<file path="config.mk">
export PLATFORM = sky130hd
export DESIGN_NAME = c16_prog_loader
export DESIGN_NICKNAME = d
export VERILOG_FILES = /design/src/rtl/c16_prog_loader_pkg.sv /design/src/rtl/c16_prog_loader.sv
export SDC_FILE = /design/constraint.sdc
export NUM_CORES = 1
export LEC_CHECK = 0
export BUFFER_PORTS_ARGS = -buffer_cell sky130_fd_sc_hd__buf_2
export CAP_MARGIN = 5
export CORE_MARGIN = 2
export CORE_UTILIZATION = 45
export CTS_BUF_LIST = sky130_fd_sc_hd__clkbuf_4
export CTS_CLUSTER_DIAMETER = 120
export DETAILED_ROUTE_END_ITERATION = 12
export PLACE_DENSITY = 0.67
export SLEW_MARGIN = 20
export SYNTH_ARGS = -nofsm -noshare
export SYNTH_HDL_FRONTEND = slang
export SYNTH_SLANG_ARGS = --single-unit
</file>
<file path="constraint.sdc">
create_clock -name clk -period 2.74 [get_ports clk]
set_input_delay 0.685 -clock clk [delete_from_list [all_inputs] [get_ports clk]]
set_output_delay 0.685 -clock clk [all_outputs]
set_load 0.02 [all_outputs]
</file>
<file path="src/rtl/c16_prog_loader_pkg.sv">
// rtl/c16_prog_loader_pkg.sv - shared constants and state encoding for the c16 program loader
package c16_prog_loader_pkg;

    localparam logic [7:0] SYNC_BYTE_DEF = 8'hA5;
    localparam int         ADDR_W_DEF    = 16;

    typedef enum logic [3:0] {
        ST_IDLE   = 4'd0,
        ST_LEN_H  = 4'd1,
        ST_LEN_L  = 4'd2,
        ST_BASE_H = 4'd3,
        ST_BASE_L = 4'd4,
        ST_DAT_H  = 4'd5,
        ST_DAT_L  = 4'd6,
        ST_CSUM   = 4'd7
    } ld_state_e;

endpackage

</file>
<file path="src/rtl/c16_prog_loader.sv">
// rtl/c16_prog_loader.sv - framed byte stream to ram2 port A writer; holds the core until a good checksum
module c16_prog_loader
    import c16_prog_loader_pkg::*;
#(
    parameter logic [7:0] SYNC_BYTE = SYNC_BYTE_DEF,
    parameter int          ADDR_W    = ADDR_W_DEF
) (
    input  logic              clk,
    input  logic              reset,
    input  logic [7:0]        in_data,
    input  logic              in_valid,
    output logic              in_ready,
    output logic [ADDR_W-1:0] mem_addr,
    output logic [15:0]       mem_data,
    output logic              mem_wren,
    output logic              cpu_hold,
    output logic              load_done,
    output logic              load_error,
    output logic [15:0]       word_count
);

    ld_state_e         state_q, state_d;
    logic [15:0]       len_q, len_d;
    logic [ADDR_W-1:0] addr_q, addr_d;
    logic [7:0]        hi_q, hi_d;
    logic [7:0]        sum_q, sum_d;
    logic [ADDR_W-1:0] mem_addr_q, mem_addr_d;
    logic [15:0]       mem_data_q, mem_data_d;
    logic              mem_wren_q, mem_wren_d;
    logic              cpu_hold_q, cpu_hold_d;
    logic              load_done_q, load_done_d;
    logic              load_error_q, load_error_d;
    logic [15:0]       word_count_q, word_count_d;

    logic              accept;
    logic [7:0]        sum_add;
    logic [15:0]       word_next;

    // The write cycle steals the input slot so one word costs three cycles.
    assign in_ready  = ~reset & ~mem_wren_q;
    assign accept    = in_valid & in_ready;
    assign sum_add   = sum_q + in_data;
    assign word_next = word_count_q + 16'd1;

    always_comb begin
        state_d      = state_q;
        len_d        = len_q;
        addr_d       = addr_q;
        hi_d         = hi_q;
        sum_d        = sum_q;
        mem_addr_d   = mem_addr_q;
        mem_data_d   = mem_data_q;
        mem_wren_d   = 1'b0;
        cpu_hold_d   = cpu_hold_q;
        load_done_d  = 1'b0;
        load_error_d = load_error_q;
        word_count_d = word_count_q;

        if (accept) begin
            if (state_q != ST_IDLE) begin
                sum_d = sum_add;
            end
            case (state_q)
                ST_IDLE: begin
                    if (in_data == SYNC_BYTE) begin
                        state_d      = ST_LEN_H;
                        sum_d        = 8'h00;
                        cpu_hold_d   = 1'b1;
                        word_count_d = 16'h0000;
                    end
                end
                ST_LEN_H: begin
                    len_d   = {in_data, len_q[7:0]};
                    state_d = ST_LEN_L;
                end
                ST_LEN_L: begin
                    len_d   = {len_q[15:8], in_data};
                    state_d = ST_BASE_H;
                end
                ST_BASE_H: begin
                    hi_d    = in_data;
                    state_d = ST_BASE_L;
                end
                ST_BASE_L: begin
                    addr_d  = ADDR_W'({hi_q, in_data});
                    state_d = (len_q == 16'h0000) ? ST_CSUM : ST_DAT_H;
                end
                ST_DAT_H: begin
                    hi_d    = in_data;
                    state_d = ST_DAT_L;
                end
                ST_DAT_L: begin
                    mem_wren_d   = 1'b1;
                    mem_addr_d   = addr_q;
                    mem_data_d   = {hi_q, in_data};
                    addr_d       = addr_q + ADDR_W'(1);
                    word_count_d = word_next;
                    state_d      = (word_next == len_q) ? ST_CSUM : ST_DAT_H;
                end
                ST_CSUM: begin
                    // Bad frames keep the core held; words already written stay in memory.
                    if (sum_add == 8'h00) begin
                        load_done_d  = 1'b1;
                        load_error_d = 1'b0;
                        cpu_hold_d   = 1'b0;
                    end else begin
                        load_error_d = 1'b1;
                    end
                    state_d = ST_IDLE;
                end
                default: state_d = ST_IDLE;
            endcase
        end
    end

    always_ff @(posedge clk) begin
        if (reset) begin
            state_q      <= ST_IDLE;
            len_q        <= 16'h0000;
            addr_q       <= '0;
            hi_q         <= 8'h00;
            sum_q        <= 8'h00;
            mem_addr_q   <= '0;
            mem_data_q   <= 16'h0000;
            mem_wren_q   <= 1'b0;
            cpu_hold_q   <= 1'b1;
            load_done_q  <= 1'b0;
            load_error_q <= 1'b0;
            word_count_q <= 16'h0000;
        end else begin
            state_q      <= state_d;
            len_q        <= len_d;
            addr_q       <= addr_d;
            hi_q         <= hi_d;
            sum_q        <= sum_d;
            mem_addr_q   <= mem_addr_d;
            mem_data_q   <= mem_data_d;
            mem_wren_q   <= mem_wren_d;
            cpu_hold_q   <= cpu_hold_d;
            load_done_q  <= load_done_d;
            load_error_q <= load_error_d;
            word_count_q <= word_count_d;
        end
    end

    // Reset kills a write that is already registered, not just the next one.
    assign mem_wren   = mem_wren_q & ~reset;
    assign mem_addr   = mem_addr_q;
    assign mem_data   = mem_data_q;
    assign cpu_hold   = cpu_hold_q;
    assign load_done  = load_done_q;
    assign load_error = load_error_q;
    assign word_count = word_count_q;

endmodule

</file>
### Word level (Yosys, flattened, before mapping)

Index checks and enable logic that the tools add are counted.

* register bits after elaboration: 104
* output and inout bits: 53

* equal/unequal tests: 11
* muxes and demuxes: 17
* $add $sub $neg: 3
* bitwise gates (word level): 9
* reduce and logical (&&, ||, !) cells: 19

Operators with widths (number)
* $pmux W16 S2: 3
* $add A16 B1 Y16 const B: 2
* $pmux W4 S7: 1
* $mux W8: 3
* $eq A16 B16 Y1: 1
* $eq A4 B3 Y1 const B: 4
* $logic_not A16 Y1: 1
* $mux W16: 1
* $reduce_and A2 Y1: 5
* $reduce_and A3 Y1: 3
* $add A8 B8 Y8: 1
* $eq A4 B2 Y1 const B: 2
* $eq A8 B8 Y1 const B: 1
* $logic_not A8 Y1: 1
* $not A1 Y1: 6
* $reduce_bool A2 Y1: 3
* $mux W1: 5
* $eq A4 B1 Y1 const B: 1
* $logic_not A4 Y1: 1
* $mux W2: 2
* $mux W4: 1
* $ne A2 B2 Y1 const B: 2
* $reduce_and A4 Y1: 1
* $reduce_bool A4 Y1: 1
* 4 further kinds: 7

### Longest topological paths before layout

* word-level depth: 5
* mapped depth: 9
* gate-level depth less buffers: 8

### Worst setup path after synthesis

No wires, ideal clock.

* path kind: input to register
* start: in in_data[0]
* end: reg cpu_hold_q (netlist: cpu_hold)
* path buffers: 0
* arrival time: 2622 ps
* library setup time: 87 ps
* slack: 31 ps
* stages: 8
* cells stage by stage: ha_1 -> fa_1 -> xor2_1 -> nor3_1 -> nand2_1 -> or4_1 -> o31a_1 -> o31ai_1

* cells in the longest elaborated chain, start to end: 4
* elaborated cells on any way between the ends: 6
* classes of those cells: 1 x add/sub; 3 x eq/ne; 2 x reduce/logical

RTL lines
* start, declared: RTL line c16_prog_loader.sv:10 `input logic [7:0] in_data,`
* $add A8 B8 Y8: RTL line c16_prog_loader.sv:42 `assign sum_add = sum_q + in_data;`
* $logic_not A8 Y1: RTL line c16_prog_loader.sv:102 `if (sum_add == 8'h00) begin`
* $ne A2 B2 Y1 (no line)
* $reduce_and A4 Y1 (no line) *
* end signal, assigned: RTL line c16_prog_loader.sv:139 `cpu_hold_q <= cpu_hold_d;`
* end, declared: RTL line c16_prog_loader.sv:30 `logic cpu_hold_q, cpu_hold_d;`

Mark *: on every way between the ends. The rest lies on a longest branch, timed or not.
A chain may end at the register's enable or synchronous reset.

### Worst setup path after layout

* start: reg sum_q[0]
* end: reg cpu_hold_q (netlist: cpu_hold)

* cells in the longest elaborated chain, start to end: 4

RTL lines
* start, declared: RTL line c16_prog_loader.sv:26 `logic [7:0] sum_q, sum_d;`
* start signal, assigned: RTL line c16_prog_loader.sv:135 `sum_q <= sum_d;`
* $add A8 B8 Y8: RTL line c16_prog_loader.sv:42
* $logic_not A8 Y1: RTL line c16_prog_loader.sv:102
* $ne A2 B2 Y1 (no line)
* $reduce_and A4 Y1 (no line)

No other way between the ends.

==> metrics <==
status finished, final reports clean; Crit Path Class flop to flop; cts repair resizes 0; number of global-route vias before repair 4159; Switch Pwr 0.5892 mW; Pwr per Cell Area 440.7 nW/µm²; Post-Syn Area 5050 µm²; final hold slack 460.7 ps; synthesized flop and latch total 103; CTS clk-pin slew, worst paths 150 ps; Clk Tree Root Cell clkbuf_4; Setup WS post-layout 212.3 ps; Worst slew margin 58.60%; Worst setup SP type flop; drt first pass iters 5; DR WL/cell 15.99 µm; Synth cell types 57; Starting Density 46.38%; Pint 1.920 mW; initial antenna violation count 0; Crit Reg-Reg Endpoint cpu_hold; Post-Syn Instances 630; DP Worst Slack -305.2 ps; Diodes inserted 0; die width 109.9 µm; Num CTS Buffers 9; Synth Flop Type dfxtp_1; cell row count 38; chip height 109.9 µm; Crit. End Element flop; area grow syn2layout 12.76%; DR vias/cell 5.663; Routability Congestion 0.8292; sequential share of power 59.7%; worst-case reg-to-reg path depth 8; Worst Tran Pin Value 621.0 ps; Switching Fraction 23.48%; worst min-delay path endpoint mem_addr[10]; DP Wirelength 9256 µm; crit path time final 2528 ps; GRT Overall Usage 22.48%; clk_skew 10.44 ps; Overflow after GRT 0; required time of the critical path 3120 ps; Clock Power Share 36.3%; post-layout util 52.30%; R2R setup slack 210 ps; RSZ-0062 raised after global routing no; IO Count 64; Setup-failing EPs final 0; clock latency on the worst-skew pair 470 ps; cts hold-fix bufs 0; Async SR Flop Fraction 0%; launching point of the worst reg2reg path sum_q[0]; core area 10890 µm²; Worst VDD drop 0.2691 mV; Final Hold Viols 0; WP data arrival 2910 ps; number of antenna-violating nets in the routed design 0; Seq/Total Area, Yosys 40.83%; maximum clock frequency 0.3956 GHz; DRT iter0 DRCs 415; Combinational Power Share 3.9%; global-route wire length before repair 21100 µm; worst hold path depth 2; CTS Sinks 103; Tcrit/Tclk final 92.25%; Clock Path Buffers 2; total number of vias 4706; max-slew violation count 0; Mapped Avg Cell Area 8.016 µm²; hold_sp mem_addr[10]; Residual DRC 0; min-delay worst type flop to flop; port bufs 63; H-Tree Depth 3; layout cells sized above 1 15.63%; CTS tree built; largest net degree at the start of global routing 57; Post-CTS Setup Repair Bufs 0; Layout Nets 707; setup TNS 0 ps; CP max FO 3; syn nets 651; Max-Cap Viols 0; final WL 13290 µm; die area 12090 µm²; number of synthesized flops with an enable pin 0; Lkg Pwr 2.338 nW; total number of yosys warnings 0
[cell usage after synthesis, drive strengths merged (3+ instances only)]
cell type / number / area, µm²
nand2: 92 / 345.3
nand2b: 3 / 18.77
o221ai: 4 / 35.03
o21ai: 23 / 115.1
nand3b: 3 / 22.52
inv: 8 / 30.03
o31ai: 3 / 27.52
nand4: 6 / 37.54
a21oi: 87 / 435.4
buf: 6 / 55.05
and4: 4 / 37.54
xnor2: 18 / 157.7
nor3: 15 / 75.07
clkbuf: 35 / 131.4
dfxtp: 103 / 2062
a211oi: 10 / 75.07
nand4b: 3 / 26.28
xor2: 15 / 131.4
o22ai: 5 / 31.28
nand3: 29 / 145.1
mux2i: 17 / 170.2
nor4: 4 / 25.02
or3: 5 / 31.28
and3: 9 / 56.30
nor2b: 5 / 31.28
a21o: 5 / 37.54
a22oi: 10 / 75.07
nor2: 66 / 247.7
ha: 9 / 112.6
[worst max-delay path, cell delays in order, from the launching register on]
cell     delay, ps
dfxtp_1        350
ha_1           210
fa_1           430
xor2_1         180
nor3_1         150
nand2_1         70
or4_1          560
o31a_1         260
o31ai_1        240
[cell usage in the layout (no fill, tap or decap), types with 6 or more instances in the layout]
| cell type | instances |
|---|---|
| dfxtp_1 | 103 |
| nand2_1 | 92 |
| a21oi_1 | 87 |
| nor2_1 | 66 |
| buf_2 | 63 |
| nand3_1 | 29 |
| buf_4 | 23 |
| o21ai_0 | 22 |
| xnor2_1 | 18 |
| mux2i_1 | 17 |
| nor3_1 | 15 |
| xor2_1 | 15 |
| a211oi_1 | 10 |
| a22oi_1 | 10 |
| clkbuf_4 | 10 |
| and3_1 | 9 |
| ha_1 | 9 |
| inv_1 | 7 |
| nand4_1 | 6 |
[logic make-up after synthesis]
kind of cell | count (synthesis) | synth area share, %
buffers and inverters | 49 | 4.286
adder cells (fa/ha/maj) | 10 | 2.626
flip-flops | 103 | 40.83
multiplexers | 17 | 3.370
AND/OR/NAND/NOR | 254 | 23.74
AO/OA/AOI/OAI | 164 | 19.43
XOR/XNOR | 33 | 5.724
[area by class of cell]
class	count	area (µm²)
Fill cell	1073	5194
Multi-Input combinational cell	478	2771
Sequential cell	103	2062
Timing Repair Buffer	86	488.0
Tap cell	140	175.2
Clock inverter	6	92.59
Clock buffer	10	75.07
Inverter	8	30.03
[worst max-delay path by stage]
stage	from	to	slack, ps	cells after the start
CTS	sum_q[0]	cpu_hold	190	8
finish	sum_q[0]	cpu_hold	210	8
detailed placement	in_data[0]	cpu_hold	-310	9
global route	sum_q[0]	cpu_hold	50	8
global placement	in_data[0]	cpu_hold	-210	9
floorplan	in_data[0]	cpu_hold	30	8
[through the flow]
stage	instance area (µm²)	total power, mW	std cells
2_1_floorplan	5050	1.577	630
3_3_place_gp	5527	1.628	815
3_5_place_dp	5527	1.629	815
4_1_cts	5694	2.531	831
5_1_grt	5694	2.588	831
6_report	5694	2.509	831
[power by group through the flow]
stage	clock [mW]	sequential, mW	combinational, mW
4_1_cts	0.934	1.50	0.0984
2_1_floorplan	0	1.53	0.0462
3_5_place_dp	0	1.53	0.0979
3_3_place_gp	0	1.53	0.0971
5_1_grt	0.982	1.50	0.107
6_report	0.912	1.50	0.0987
[metal layers]
metal | part of all wire, % | wire length [µm] | up-vias | global-route usage, %
met5 | 0 | 0 | - | 0
met4 | 1.9 | 258 | 0 | 7.866
met3 | 7.0 | 929 | 20 | 3.734
met2 | 44 | 5858 | 140 | 34.05
met1 | 47 | 6242 | 2205 | 32.15
li1 | - | - | 2341 | -
[sequential cells by signal (all words and copies together), names as in the netlist]
signal,flops
word_count,16
cpu_hold,1
load_done,1
mem_addr,16
mem_wren_q,1
len_q,16
load_error,1
state_q,3
sum_q,8
hi_q,8
mem_data,16
addr_q,16
(Power assumes the default switching activity.)
